**config.mk**
```make
export PLATFORM = sky130hd
export DESIGN_NAME = irq_priority_ctrl_flat
export DESIGN_NICKNAME = d
export VERILOG_FILES = /design/src/rtl/irq_priority_ctrl_if.sv /design/src/rtl/irq_priority_ctrl.sv /design/src/flat_wrapper.sv
export SDC_FILE = /design/constraint.sdc
export NUM_CORES = 1
export LEC_CHECK = 0
export ABC_AREA = 1
export BUFFER_PORTS_ARGS = -buffer_cell sky130_fd_sc_hd__buf_2
export CORE_ASPECT_RATIO = 0.8
export CORE_MARGIN = 2
export CORE_UTILIZATION = 50
export CTS_BUF_LIST = sky130_fd_sc_hd__clkbuf_8
export DETAILED_ROUTE_END_ITERATION = 16
export PLACE_DENSITY = 0.81
export SYNTH_ARGS = -nofsm -noshare
export SYNTH_HDL_FRONTEND = slang
export SYNTH_SLANG_ARGS = --single-unit
```
**constraint.sdc**
```tcl
create_clock -name clk -period 1.5 [get_ports clk]
set_input_delay 0.3 -clock clk [delete_from_list [all_inputs] [get_ports clk]]
set_output_delay 0.3 -clock clk [all_outputs]
set_load 0.02 [all_outputs]
```
**src/rtl/irq_priority_ctrl_if.sv**
```systemverilog
// Handshake and configuration bundle for irq_priority_ctrl.
//   irq_in     raw request lines, synchronous to clk
//   edge_mode  per line: 1 = rising-edge triggered, 0 = level-sensitive
//   mask       per line: 1 = enabled, 0 = blocked (pending still records)
//   int_ack    consumer accepts the presented ID
//   eoi        consumer finished servicing
//   int_req    an interrupt is being presented
//   int_id     ID of the presented or in-service line
//   pending    registered pending bits
//   in_service an acknowledged interrupt awaits eoi
// master: the consumer side. slave: the controller.
interface irq_priority_ctrl_if #(
  parameter int WIDTH = 8
) ();
  localparam int ID_W = $clog2(WIDTH);

  logic [WIDTH-1:0] irq_in;
  logic [WIDTH-1:0] edge_mode;
  logic [WIDTH-1:0] mask;
  logic             int_ack;
  logic             eoi;
  logic             int_req;
  logic [ID_W-1:0]  int_id;
  logic [WIDTH-1:0] pending;
  logic             in_service;

  modport master (
    output irq_in, edge_mode, mask, int_ack, eoi,
    input  int_req, int_id, pending, in_service
  );

  modport slave (
    input  irq_in, edge_mode, mask, int_ack, eoi,
    output int_req, int_id, pending, in_service
  );
endinterface

```
**src/rtl/irq_priority_ctrl.sv**
```systemverilog
// Interrupt request front-end: converts WIDTH raw request lines into pending
// bits (edge or level per line), masks them, resolves the highest-index active
// line to a binary ID and presents it via req/ack/eoi with a single
// in-service slot (no nesting).
// Ports:
//   clk    rising-edge clock
//   rst_n  asynchronous active-low reset
//   bus    irq_priority_ctrl_if.slave (see interface file for signal list)
//
// state   | meaning
// --------+-----------------------------------------------------------
// IDLE    | nothing presented; waits for any active (pending & mask) line
// REQ     | int_req high; int_id follows the highest active line
// SERVICE | acknowledged; in_service high until eoi
module irq_priority_ctrl #(
  parameter int WIDTH = 8
) (
  input logic               clk,
  input logic               rst_n,
  irq_priority_ctrl_if.slave bus
);
  localparam int ID_W = $clog2(WIDTH);

  typedef enum logic [1:0] {
    IDLE    = 2'd0,
    REQ     = 2'd1,
    SERVICE = 2'd2
  } state_t;

  state_t           state;
  logic [WIDTH-1:0] irq_prev;
  logic [WIDTH-1:0] act;
  logic [WIDTH-1:0] edge_set;
  logic [WIDTH-1:0] edge_clr;
  logic [WIDTH-1:0] pending_nxt;
  logic [ID_W-1:0]  sel;
  logic             act_any;
  logic             ack_take;

  assign act     = bus.pending & bus.mask;
  assign act_any = |act;

  // MSB wins: later (higher) indices overwrite lower ones.
  always_comb begin
    sel = '0;
    for (int i = 0; i < WIDTH; i++) begin
      if (act[i]) sel = ID_W'(i);
    end
  end

  // An ack only counts in REQ while something is still active; if the active
  // set vanished this cycle the FSM falls back to IDLE instead.
  assign ack_take = (state == REQ) && act_any && bus.int_ack;

  always_comb begin
    edge_clr = '0;
    for (int i = 0; i < WIDTH; i++) begin
      edge_clr[i] = ack_take && (bus.int_id == ID_W'(i));
    end
  end

  assign edge_set = bus.irq_in & ~irq_prev;

  // A new edge wins over a same-cycle ack clear so the arrival is not lost.
  assign pending_nxt = (bus.edge_mode & (edge_set | (bus.pending & ~edge_clr)))
                     | (~bus.edge_mode & bus.irq_in);

  always_ff @(posedge clk or negedge rst_n) begin
    if (!rst_n) begin
      irq_prev       <= '0;
      bus.pending    <= '0;
      state          <= IDLE;
      bus.int_req    <= 1'b0;
      bus.int_id     <= '0;
      bus.in_service <= 1'b0;
    end else begin
      irq_prev    <= bus.irq_in;
      bus.pending <= pending_nxt;
      case (state)
        IDLE: begin
          if (act_any) begin
            state       <= REQ;
            bus.int_req <= 1'b1;
            bus.int_id  <= sel;
          end
        end
        REQ: begin
          if (!act_any) begin
            state       <= IDLE;
            bus.int_req <= 1'b0;
          end else if (bus.int_ack) begin
            state          <= SERVICE;
            bus.int_req    <= 1'b0;
            bus.in_service <= 1'b1;
          end else begin
            bus.int_id <= sel;
          end
        end
        SERVICE: begin
          if (bus.eoi) begin
            state          <= IDLE;
            bus.in_service <= 1'b0;
          end
        end
        default: begin
          state          <= IDLE;
          bus.int_req    <= 1'b0;
          bus.in_service <= 1'b0;
        end
      endcase
    end
  end
endmodule

```
**src/flat_wrapper.sv**
```systemverilog
// flat-port wrapper written by rule: the top's interface ports become plain ports
module irq_priority_ctrl_flat 
#(
  parameter int WIDTH = 8
)
  (clk, rst_n, bus_irq_in, bus_edge_mode, bus_mask, bus_int_ack, bus_eoi, bus_int_req, bus_int_id, bus_pending, bus_in_service);
  irq_priority_ctrl_if #(.WIDTH(WIDTH)) bus_i ();
  input logic clk;
  input logic rst_n;
  input wire logic [$bits(bus_i.irq_in)-1:0] bus_irq_in;
  input wire logic [$bits(bus_i.edge_mode)-1:0] bus_edge_mode;
  input wire logic [$bits(bus_i.mask)-1:0] bus_mask;
  input wire logic [$bits(bus_i.int_ack)-1:0] bus_int_ack;
  input wire logic [$bits(bus_i.eoi)-1:0] bus_eoi;
  output wire logic [$bits(bus_i.int_req)-1:0] bus_int_req;
  output wire logic [$bits(bus_i.int_id)-1:0] bus_int_id;
  output wire logic [$bits(bus_i.pending)-1:0] bus_pending;
  output wire logic [$bits(bus_i.in_service)-1:0] bus_in_service;
  assign bus_i.irq_in = bus_irq_in;
  assign bus_i.edge_mode = bus_edge_mode;
  assign bus_i.mask = bus_mask;
  assign bus_i.int_ack = bus_int_ack;
  assign bus_i.eoi = bus_eoi;
  assign bus_int_req = bus_i.int_req;
  assign bus_int_id = bus_i.int_id;
  assign bus_pending = bus_i.pending;
  assign bus_in_service = bus_i.in_service;
  irq_priority_ctrl #(.WIDTH(WIDTH)) u_core (.clk(clk), .rst_n(rst_n), .bus(bus_i));
endmodule
```
==> flow_summary.yaml <==
outcome:
  status: "finished, violations left"
  violations: "hold timing"
cells_and_area:
  final_nets: 212
  drive_above_1_share_pct: 33.9
  area_growth_pct: 23.3
  utilization_pct: 64.6
  fill_cells: 196
  antenna-diode-count: 0
power_and_ir_drop:
  power_density_nw_per_um2: 1490
  p_switching_mw: 0.863
  combPwrFrac_pct: 38.3
  clkPwrFrac_pct: 18.6
  p_leak_nw: 0.777
  seqPwrFrac_pct: 43.1
  internal-power_mw: 1.20
  total_power_mw: 2.07
  swShare_pct: 41.8
  ir_worst_vdd_mv: 0.975
sta:
  max_freq_mhz: 801
  relSlewSlack_pct: 65.7
  fin_tns_setup_ns: 0
  finalWorstSetupSlack_ns: 0.252
  period_needed_ns: 1.25
  tightest_slew_ns: 0.514
  holdWs_ns: -0.00262
  setup_viol: 0
  timing.final.crit_share_pct: 83.2
  rsz0062_at_grt: "no"
  finalHoldViolations: 13
  clock_skew_ns: 0.00576
  drv_slew: 0
yosys:
  syn-cell-area_um2: 1120
  ys_seq_elements: 23
  syn_area_per_cell_um2: 7.95
  postSynthCellCount: 141
  yosys_warnings: 0
  synth.distinct_cells: 19
  syn_nets: 169
  yosysSeqAreaShare_pct: 51.3
route:
  avgViaCountPerCell: 5.06
  drc_errors: 0
  dr.pass1.iters: 4
  ant_nets: 0
  vias: 1052
  wl_mm: 2.43
  wl_per_cell_um: 11.7
  drt_iter0_drc: 39
placed_design:
  pre_cts_slack_ns: 0.281
  place_congestion: 0.823
  dp_hpwl_mm: 1.87
  io_buffer_count: 40
critical_path:
  crit_fanout: 13
  crit_path_max_incr_delay_ns: 0.42
  cp_top_family: "simple AND/OR/NAND/NOR gates"
  slowest_stage: "dfrtp_1"
  endpoint_kind: "register"
  arrival_ns: 1.43
  path_buf_inv: 0
  cp_cell_sequence: "nand2_2, nand2_2, nor2_4, nand2_4, nand2_4, nand2_1, o21ai_1"
  criticalPathCategory: "reg -> reg"
  start_kind: "register"
  r2r_cells: 7
  r2r-end: "u_core.bus.int_id[2]"
  cp.required_ns: 1.68
  r2r_start: "u_core.bus.pending[4]"
  r2r_slack_ns: 0.25
cts:
  numCtsBuffers: 3
  cts.sinks: 23
  postCtsSetupBuffers: 0
  cts-root-buf: "clkbuf_8"
  htree_levels: 1
  clk_pin_slew_ns: 0.08
  tritoncts: "done"
  clk_latency_ns: 0.26
  cts_hold_buf: 0
  cts_buffer_depth: 2
  cts_resized: 0
floorplanning:
  start_util_pct: 52.4
  placeableCoreArea_um2: 2140
  die_h_um: 46.4
  pin_count: 41
  row_count: 15
  die_x_um: 56.9
  die-area_um2: 2640
worst_hold_path:
  worst_hold_path_type: "in -> async"
global_routing:
  grt_max_degree: 24
  antenna_found_initial: 0
  grt_pass1_wl_mm: 3.88
  grtUsageTotal_pct: 19.6
  grt.overflow.total: 0
  grt_pass1_vias: 937
run:
  cap_violations: 0
-- per-stage QoR --
| stage | hold slack, ns | std cells | cell area, um^2 |
|---|---|---|---|
| final | -0.00262 | 208 | 1380 |
| after global routing | 0.0323 | 208 | 1380 |
| after CTS | 0.00976 | 208 | 1380 |
| after detailed placement | 0.303 | 204 | 1340 |
| after global placement | 0.292 | 204 | 1340 |
| after floorplan | 0.00441 | 141 | 1120 |
-- Yosys cell counts --
library cell   n  area (um^2)
a21oi_1        3         15.0
a31oi_1        1         6.26
buf_2          1         5.00
buf_6          1         11.3
dfrtp_1       23          576
inv_1          6         22.5
inv_2          9         33.8
nand2_1       61          229
nand2_2        4         25.0
nand2_4        2         22.5
nand3_1        3         15.0
nand3_2        1         10.0
nand4_1        8         50.1
nor2_1         3         11.3
nor2_4         2         22.5
nor3_1         8         40.0
o21ai_0        1         5.00
o21ai_1        3         15.0
or2_1          1         6.26
-- registers in the layout (all words and copies together) (netlist names) --
signal,count
u_core.state,2
u_core.irq_prev,8
u_core.bus.int_id,3
u_core.bus.int_req,1
u_core.bus.pending,8
u_core.bus.in_service,1
-- per-layer routing --
| layer | vias up | global-route usage (%) | routed length [um] |
|---|---|---|---|
| li1 | 536 | - | - |
| met1 | 467 | 23.8 | 1020 |
| met2 | 45 | 34.7 | 1180 |
| met3 | 4 | 5.62 | 196 |
| met4 | 0 | 5.58 | 30 |
| met5 | - | 0 | 0 |
-- placed cells by master (no fill, tap or decap), types with 4 or more instances in the layout --
master,n
nor3_1,8
dfrtp_1,23
nand4_1,8
nand2_1,61
nand2_2,4
inv_2,9
buf_2,40
inv_1,6
-- area by class of cell --
| cell class | instances | area, um^2 | area share [%] |
|---|---|---|---|
| multi-input cells | 101 | 473 | 34.2 |
| clock buffers | 3 | 41.3 | 2.99 |
| inverters | 15 | 56.3 | 4.07 |
| well taps | 25 | 31.3 | 2.26 |
| repair buffers | 40 | 200 | 14.5 |
| flip-flops and latches | 23 | 576 | 41.6 |
| clock inverters | 1 | 5.00 | 0.362 |
-- power groups by stage --
stage                     Clock, mW  Sequential (mW)  Combinational, mW
after global placement            0            0.895              0.743
final                         0.384            0.890              0.791
after CTS                     0.391            0.889              0.792
after detailed placement          0            0.901              0.782
after global routing          0.413            0.907              0.880
after floorplan                   0            0.993              0.432
-- worst max path at each step --
stage,to,slack (ns),start,cells after the start
3_3_place_gp,u_core.bus.int_req,0.30,bus_mask[2],9
3_5_place_dp,u_core.bus.int_id[2],0.28,bus_mask[2],8
5_1_grt,u_core.bus.int_id[0],0.14,u_core.bus.pending[4],7
4_1_cts,bus_int_id[2],0.26,u_core.bus.int_id[2],1
2_1_floorplan,u_core.state[1],0.29,u_core.bus.pending[4],7
6_report,u_core.bus.int_id[2],0.25,u_core.bus.pending[4],7
-- logic make-up after synthesis --
logic type	after synthesis	synth area share, %
and+or+nand+nor	93	38.5
DFF	23	51.3
buffers and inverters	17	6.47
AOI/OAI and AO/OA	8	3.68
Note: power is estimated with default switching activity, not from simulation.
